--- src/rtl/prog_fir_pkg.sv ---
// Shared types and constants for the programmable-FIR coefficient loader.
package prog_fir_pkg;

  // Loader sequencing states.
  typedef enum logic [1:0] {
    IDLE  = 2'd0,
    ISSUE = 2'd1,
    DRAIN = 2'd2,
    DONE  = 2'd3
  } state_t;

  // Field positions inside the 32-bit load_chan software register.
  localparam int LC_TRIG_BIT = 31;
  localparam int LC_CLR_BIT  = 30;
  localparam int LC_CHAN_MSB = 29;

  // Width of the completed-load counter.
  localparam int LOAD_CNT_W = 16;

  // Rising-edge test between the current and the previous sample of one bit.
  function automatic logic rose(input logic cur, input logic prev);
    return cur & ~prev;
  endfunction

endpackage

--- src/rtl/prog_fir_rd_pipe.sv ---
// Delay line that follows each staging-RAM read through the RAM's read
// latency, so the write side knows when data is valid and which tap it is.
module prog_fir_rd_pipe #(
  parameter int RD_LAT = 2,
  parameter int TAP_W  = 5
) (
  input  logic             i_clk,
  input  logic             i_rst,
  input  logic             i_valid,
  input  logic [TAP_W-1:0] i_tap,
  output logic             o_valid,
  output logic [TAP_W-1:0] o_tap
);

  // Element 0 is the pipe input; element gi+1 is the output of stage gi.
  logic [RD_LAT:0]  w_valid_chain;
  logic [TAP_W-1:0] w_tap_chain [RD_LAT+1];

  assign w_valid_chain[0] = i_valid;
  assign w_tap_chain[0]   = i_tap;

  genvar gi;
  generate
    for (gi = 0; gi < RD_LAT; gi++) begin : g_stage
      logic             r_valid;
      logic [TAP_W-1:0] r_tap;

      // One register stage of {valid, tap}; cleared at once on reset so no
      // stale write survives an aborted load.
      always_ff @(posedge i_clk or posedge i_rst) begin
        if (i_rst) begin
          r_valid <= 1'b0;
          r_tap   <= '0;
        end else begin
          r_valid <= w_valid_chain[gi];
          r_tap   <= w_tap_chain[gi];
        end
      end

      assign w_valid_chain[gi+1] = r_valid;
      assign w_tap_chain[gi+1]   = r_tap;
    end
  endgenerate

  assign o_valid = w_valid_chain[RD_LAT];
  assign o_tap   = w_tap_chain[RD_LAT];

endmodule

--- src/rtl/prog_fir_coeff_loader.sv ---
// Copies one channel's coefficients from the shared staging RAM into the
// programmable-FIR coefficient RAM when software raises the load trigger.
module prog_fir_coeff_loader
  import prog_fir_pkg::*;
#(
  parameter int N_TAPS = 32,
  parameter int TAP_W  = 5,
  parameter int N_CHAN = 256,
  parameter int CH_W   = 8,
  parameter int COEF_W = 18,
  parameter int RD_LAT = 2
) (
  input  logic                  user_clk,
  input  logic                  user_rst,
  input  logic [31:0]           load_chan,
  output logic [TAP_W-1:0]      stage_addr,
  input  logic [COEF_W-1:0]     stage_data,
  output logic                  coef_we,
  output logic [CH_W+TAP_W-1:0] coef_addr,
  output logic [COEF_W-1:0]     coef_data,
  output logic                  busy,
  output logic                  done,
  output logic                  overrun,
  output logic                  bad_chan,
  output logic [LOAD_CNT_W-1:0] load_count
);

  localparam logic [TAP_W-1:0]       LAST_TAP   = TAP_W'(N_TAPS - 1);
  localparam logic [LC_CHAN_MSB:0]   N_CHAN_LIM = (LC_CHAN_MSB + 1)'(N_CHAN);

  // Input register and edge detector.
  logic [31:0] r_lc;
  logic        r_trig_prev;
  logic        r_clr_prev;
  logic        r_lc_vld;
  logic        r_prev_vld;
  logic        w_trig;
  logic        w_clr;
  logic        w_chan_ok;

  // Sequencer.
  state_t          r_state;
  state_t          w_state_next;
  logic            w_start;
  logic            w_overrun_set;
  logic            w_bad_set;
  logic [TAP_W-1:0] r_tap;
  logic [CH_W-1:0]  r_chan;

  // Status.
  logic                  r_overrun;
  logic                  r_bad_chan;
  logic [LOAD_CNT_W-1:0] r_load_count;

  // Read-tracking pipe outputs.
  logic             w_wr_valid;
  logic [TAP_W-1:0] w_wr_tap;
  logic             w_last_wr;

  // Register load_chan and remember the previous trigger/clear bits. The two
  // valid flags keep edges masked until two genuine post-reset samples exist,
  // so a bit held high across reset never looks like a new edge.
  always_ff @(posedge user_clk or posedge user_rst) begin
    if (user_rst) begin
      r_lc        <= '0;
      r_trig_prev <= 1'b0;
      r_clr_prev  <= 1'b0;
      r_lc_vld    <= 1'b0;
      r_prev_vld  <= 1'b0;
    end else begin
      r_lc        <= load_chan;
      r_trig_prev <= r_lc[LC_TRIG_BIT];
      r_clr_prev  <= r_lc[LC_CLR_BIT];
      r_lc_vld    <= 1'b1;
      r_prev_vld  <= r_lc_vld;
    end
  end

  assign w_trig    = r_prev_vld & rose(r_lc[LC_TRIG_BIT], r_trig_prev);
  assign w_clr     = r_prev_vld & rose(r_lc[LC_CLR_BIT], r_clr_prev);
  // The whole channel field is range-checked, not just the addressing bits.
  assign w_chan_ok = (r_lc[LC_CHAN_MSB:0] < N_CHAN_LIM);

  // State register.
  always_ff @(posedge user_clk or posedge user_rst) begin
    if (user_rst) begin
      r_state <= IDLE;
    end else begin
      r_state <= w_state_next;
    end
  end

  // Next-state decode plus the start and flag-set strobes.
  always_comb begin
    w_state_next  = r_state;
    w_start       = 1'b0;
    w_overrun_set = 1'b0;
    w_bad_set     = 1'b0;
    case (r_state)
      IDLE, DONE: begin
        // DONE lasts exactly one cycle, but may chain straight into a new load.
        w_state_next = IDLE;
        if (w_trig) begin
          if (w_chan_ok) begin
            w_state_next = ISSUE;
            w_start      = 1'b1;
          end else begin
            w_bad_set = 1'b1;
          end
        end
      end
      ISSUE: begin
        w_overrun_set = w_trig;
        if (r_tap == LAST_TAP) begin
          w_state_next = DRAIN;
        end
      end
      DRAIN: begin
        w_overrun_set = w_trig;
        // Leave once the final tap's write is on the coefficient bus.
        if (w_last_wr) begin
          w_state_next = DONE;
        end
      end
      default: begin
        w_state_next = IDLE;
      end
    endcase
  end

  // Read address counter: steps through every tap while issuing and rests at
  // zero otherwise (the natural wrap after the last tap returns it to zero).
  always_ff @(posedge user_clk or posedge user_rst) begin
    if (user_rst) begin
      r_tap <= '0;
    end else if (r_state == ISSUE) begin
      r_tap <= r_tap + TAP_W'(1);
    end else begin
      r_tap <= '0;
    end
  end

  // Capture the target channel when a load is accepted; only the addressing
  // bits are kept since the range check already happened.
  always_ff @(posedge user_clk or posedge user_rst) begin
    if (user_rst) begin
      r_chan <= '0;
    end else if (w_start) begin
      r_chan <= r_lc[CH_W-1:0];
    end
  end

  // Sticky error flags; a set event in the same cycle as a clear wins.
  always_ff @(posedge user_clk or posedge user_rst) begin
    if (user_rst) begin
      r_overrun  <= 1'b0;
      r_bad_chan <= 1'b0;
    end else begin
      if (w_overrun_set) begin
        r_overrun <= 1'b1;
      end else if (w_clr) begin
        r_overrun <= 1'b0;
      end
      if (w_bad_set) begin
        r_bad_chan <= 1'b1;
      end else if (w_clr) begin
        r_bad_chan <= 1'b0;
      end
    end
  end

  // Completed-load counter, wrapping naturally at its width.
  always_ff @(posedge user_clk or posedge user_rst) begin
    if (user_rst) begin
      r_load_count <= '0;
    end else if (r_state == DONE) begin
      r_load_count <= r_load_count + LOAD_CNT_W'(1);
    end
  end

  prog_fir_rd_pipe #(
    .RD_LAT (RD_LAT),
    .TAP_W  (TAP_W)
  ) u_rd_pipe (
    .i_clk   (user_clk),
    .i_rst   (user_rst),
    .i_valid (r_state == ISSUE),
    .i_tap   (r_tap),
    .o_valid (w_wr_valid),
    .o_tap   (w_wr_tap)
  );

  assign w_last_wr = w_wr_valid && (w_wr_tap == LAST_TAP);

  assign stage_addr = r_tap;
  assign coef_we    = w_wr_valid;
  // The write bus is held at zero between writes.
  assign coef_addr  = w_wr_valid ? {r_chan, w_wr_tap} : '0;
  assign coef_data  = w_wr_valid ? stage_data : '0;
  assign busy       = (r_state == ISSUE) || (r_state == DRAIN);
  assign done       = (r_state == DONE);
  assign overrun    = r_overrun;
  assign bad_chan   = r_bad_chan;
  assign load_count = r_load_count;

endmodule

--- config.mk ---
export PLATFORM = sky130hd
export DESIGN_NAME = prog_fir_coeff_loader
export DESIGN_NICKNAME = d
export VERILOG_FILES = /design/src/rtl/prog_fir_pkg.sv /design/src/rtl/prog_fir_rd_pipe.sv /design/src/rtl/prog_fir_coeff_loader.sv
export SDC_FILE = /design/constraint.sdc
export NUM_CORES = 1
export LEC_CHECK = 0
export BUFFER_PORTS_ARGS = -buffer_cell sky130_fd_sc_hd__buf_2
export CAP_MARGIN = 20
export CORE_ASPECT_RATIO = 2
export CORE_UTILIZATION = 46
export DETAILED_ROUTE_END_ITERATION = 7
export GPL_TIMING_DRIVEN = 0
export PLACE_DENSITY = 0.76
export SYNTH_ARGS = -nofsm -noshare
export SYNTH_HDL_FRONTEND = slang
export SYNTH_HIERARCHICAL = 1
export SYNTH_SLANG_ARGS = --single-unit
--- constraint.sdc ---
create_clock -name user_clk -period 4.8 [get_ports user_clk]
set_input_delay 0.24 -clock user_clk [delete_from_list [all_inputs] [get_ports user_clk]]
set_output_delay 0.24 -clock user_clk [all_outputs]
set_load 0.005 [all_outputs]
==> out/metrics.cfg <==
[status]
outcome=finished clean

[worst_setup_path]
count_of_cells_along_the_worst_register_to_register_path=6
cp_slowest_cell=nor4_4
crit_end=r_chan[3]$_DFFE_PP0P_
r2r-start=r_state[0]$_DFFE_PP0P_
worstSetupStartpoint=r_state[0]$_DFFE_PP0P_
r2r_slack_ns=2.64
worst_endpoint_data_arrival_time_ns=2.37
crit_path_max_fanout=8
crit_type=register to register
reg2reg_to=r_chan[3]$_DFFE_PP0P_
crit_chain=inv_1, ha_1, inv_1, or2_2, nor4_4, mux2_2
timing.critical_path.from_type=register
worst_ep_required_time_ns=5.02
timing.critical_path.mode_cell=inv_1
critical-path-max-stage-delay_ns=0.47
critical_path.endpoint_type=register

[synth]
postSynthRegisterBits=81
yosysMostFrequentCell=dfrtp_1
yosysTopAreaCell=dfrtp_1
syn-cell-area_um2=2900
number_of_flops_mapped_to_enable_cells_by_yosys=0
yosys.area.top_type_share=0.698
synth_async_sr_flop_share=1.00
syn_inst=212
synth.net_count=270
yosys-top-cells-area=dfrtp_1, and2_1, mux2_2, xnor2_1, ha_1
post_synth.cell_area_avg_um2=13.7
ys_dominant_reg_cell=dfrtp_1
synth_common_cells=dfrtp_1, and2_1, nand2_1
yosys_warnings=6
synth.distinct_cells=22
seq_area_frac_synth=0.698

[detailed_routing]
detail_route.wl_per_cell_um=12.8
drt_first_iter_violations=34
detailroute.via_count=2008
drt-vias-per-instance=4.70
routed_wl_um=5490
drcViolationCount=0
postRouteAntennaNets=0
detail_route.first_pass.iterations=6

[timing]
timing.final.hold_violations=0
hold_slack_ns=0.0103
clock.fmax_mhz=463
final-max-slew-violation-count=0
number_of_failing_setup_endpoints_in_the_final_timing_report=0
final.period_utilization=0.450
final_tns_setup_ns=0
final.setup_skew_ns=0.00543
min_period_ns=2.16
rsz0062_at_grt=false
slew_headroom=0.571
setup_slack_ns=2.64
worst_slew_pin_slew_ns=0.638

[floorplan]
core_um2=6060
die_h_um=114
rows=40
ioPinCount=109
effective_utilization_at_floorplan=0.479
die-area_um2=6650
die_x_um=58.2

[global_route]
track_usage=0.185
grt_pass1_vias=1918
gr-total-overflow=0
grt_pass1_wl_um=8730
maximum_number_of_pins_on_one_net_before_global_route_repair=40
number_of_antenna_violations_at_the_first_check_in_global_routing=0

[pwr]
comb_power_share=0.030
total_power_w=0.00143
power.static_leakage_nw=2.14
total_switching_power_w=0.000268
fraction_of_power_consumed_by_the_clock_network=0.477
irDropWorstVdd_mv=0.329
seqPwrFrac=0.492
cellInternalPower_w=0.00117
power_per_cell_area_nw_per_um2=364
p_sw_frac=0.187

[clock_tree]
cts_inserted_buffers=9
clk-insertion-delay-late_ns=0.33
htreeDepth=3
post_cts.resized_instances=0
cts_hold_repair.buffers=5
clkSlewWorstSetupHoldPaths_ns=0.06
clock_tree_from_tritoncts=built
cts_sinks=81
clock_tree.buffer_depth=2
cts_post_setup_buffers_inserted=0
clk_root_buffer_cell=clkbuf_16

[placement]
placedInstanceArea_um2=3570
dpl_worst_slack_ns=2.61
input_output_buffers=108
dp_hpwl_um=4120
place_congestion=0.766

[final_layout]
final_net_count=396
area_growth_syn_to_fin_pct=35.6
drive_above_1_share=0.397
finalInstanceArea_um2=3940
diodes=0
num-fill-cells=490

[hold_path]
hold_class=input pin to register

[flow_run]
drv.max_cap_violation_count=0

## sequential cells by signal, indices dropped and copies added, names as in the netlist
register	cells
bad_chan	1
load_count	16
overrun	1
r_chan	8
r_clr_prev	1
r_lc	32
r_lc_vld	1
r_prev_vld	1
r_state	2
r_trig_prev	1
stage_addr	5
u_rd_pipe/g_stage.r_tap	5
u_rd_pipe/g_stage.r_valid	1
u_rd_pipe/o_tap	5
u_rd_pipe/o_valid	1
## layout make-up
class                   instances  area, um^2  area share
clock inverters                 2        35.0     0.00890
well taps                      84         105      0.0267
plain buffers                   3        11.3     0.00286
multi-input cells             120         835       0.212
clock buffers                  14         274      0.0696
flip-flops and latches         81        2030       0.515
repair buffers                115         621       0.158
inverters                       8        30.0     0.00763
## per-stage QoR
step | util | cells
global route | 0.650 | 427
detailed placement | 0.589 | 405
CTS | 0.649 | 426
floorplan | - | 212
finish | 0.650 | 427
global placement | 0.586 | 404
## layout by cell type, fill, tap and decap left out
cell           Yosys  layout
and2_1            32      32
and3_1             2       2
buf_12             0       1
buf_2              0     108
bufinv_16          0       1
clkbuf_1           3       5
clkbuf_16          0       9
clkbuf_8           0       3
clkinv_2           0       1
conb_1             1       1
dfrtp_1           81      81
dlygate4sd3_1      0       6
ha_1               6       6
inv_1              8       7
inv_2              0       1
mux2_2            10      10
mux2i_1            1       1
nand2_1           12      12
nand3_1            8       8
nand3b_1           2       2
nand4_1            4       4
nor2_1             7       7
nor3_1             4       4
nor4_1             7       7
nor4_4             1       1
o21ai_0            4       4
o41ai_1            1       1
or2_2              1       1
xnor2_1            9       9
xor2_1             8       8
## per-layer routing
layer | vias to the layer above | track usage | routed length, um | part of all wire
li1 | 956 | - | - | -
met1 | 962 | 0.186 | 1880 | 0.34
met2 | 80 | 0.328 | 3150 | 0.57
met3 | 10 | 0.0554 | 318 | 0.058
met4 | 0 | 0.103 | 136 | 0.025
met5 | - | 0 | 0 | 0
## power by group through the flow
| stage | sequential (W) | clock (W) | combinational [W] |
|---|---|---|---|
| after floorplan | 0.000716 | 0 | 0.0000133 |
| after CTS | 0.000706 | 0.000703 | 0.0000441 |
| after global placement | 0.000717 | 0 | 0.0000368 |
| after detailed placement | 0.000718 | 0 | 0.0000407 |
| final | 0.000706 | 0.000684 | 0.0000432 |
| after global routing | 0.000707 | 0.000727 | 0.0000486 |
## cells by family (layout without fill, tap and decap cells)
logic type | after synthesis | after routing | share of synthesized area
flip-flops | 81 | 81 | 0.698
AND/OR/NAND/NOR | 80 | 80 | 0.157
XOR/XNOR | 17 | 17 | 0.0513
multiplexers | 11 | 11 | 0.0422
buffers and inverters | 11 | 142 | 0.0142
adder cells (fa/ha/maj) | 6 | 6 | 0.0259
AO/OA/AOI/OAI | 5 | 5 | 0.00991
other | 1 | 1 | 0.00129
## worst max-delay path, delay by kind of cell, from the launching register on
kind | cells | cell delay (ns)
buffers and inverters | 2 | 0.13
DFF | 1 | 0.39
adders and majority gates | 1 | 0.32
and+or+nand+nor | 2 | 0.81
muxes | 1 | 0.40
## how the worst min path moves through the flow
stage | startpoint | endpoint | depth (start not counted)
2_1_floorplan | user_rst | u_rd_pipe/g_stage[0].r_tap[0]$_DFF_PP0_ | 1
3_3_place_gp | user_rst | u_rd_pipe/g_stage[0].r_tap[0]$_DFF_PP0_ | 2
3_5_place_dp | user_rst | u_rd_pipe/g_stage[0].r_tap[1]$_DFF_PP0_ | 2
4_1_cts | load_chan[26] | r_lc[26]$_DFF_PP0_ | 1
5_1_grt | load_chan[16] | r_lc[16]$_DFF_PP0_ | 1
6_report | load_chan[6] | r_lc[6]$_DFF_PP0_ | 1
Note: power is estimated with default switching activity, not from simulation.
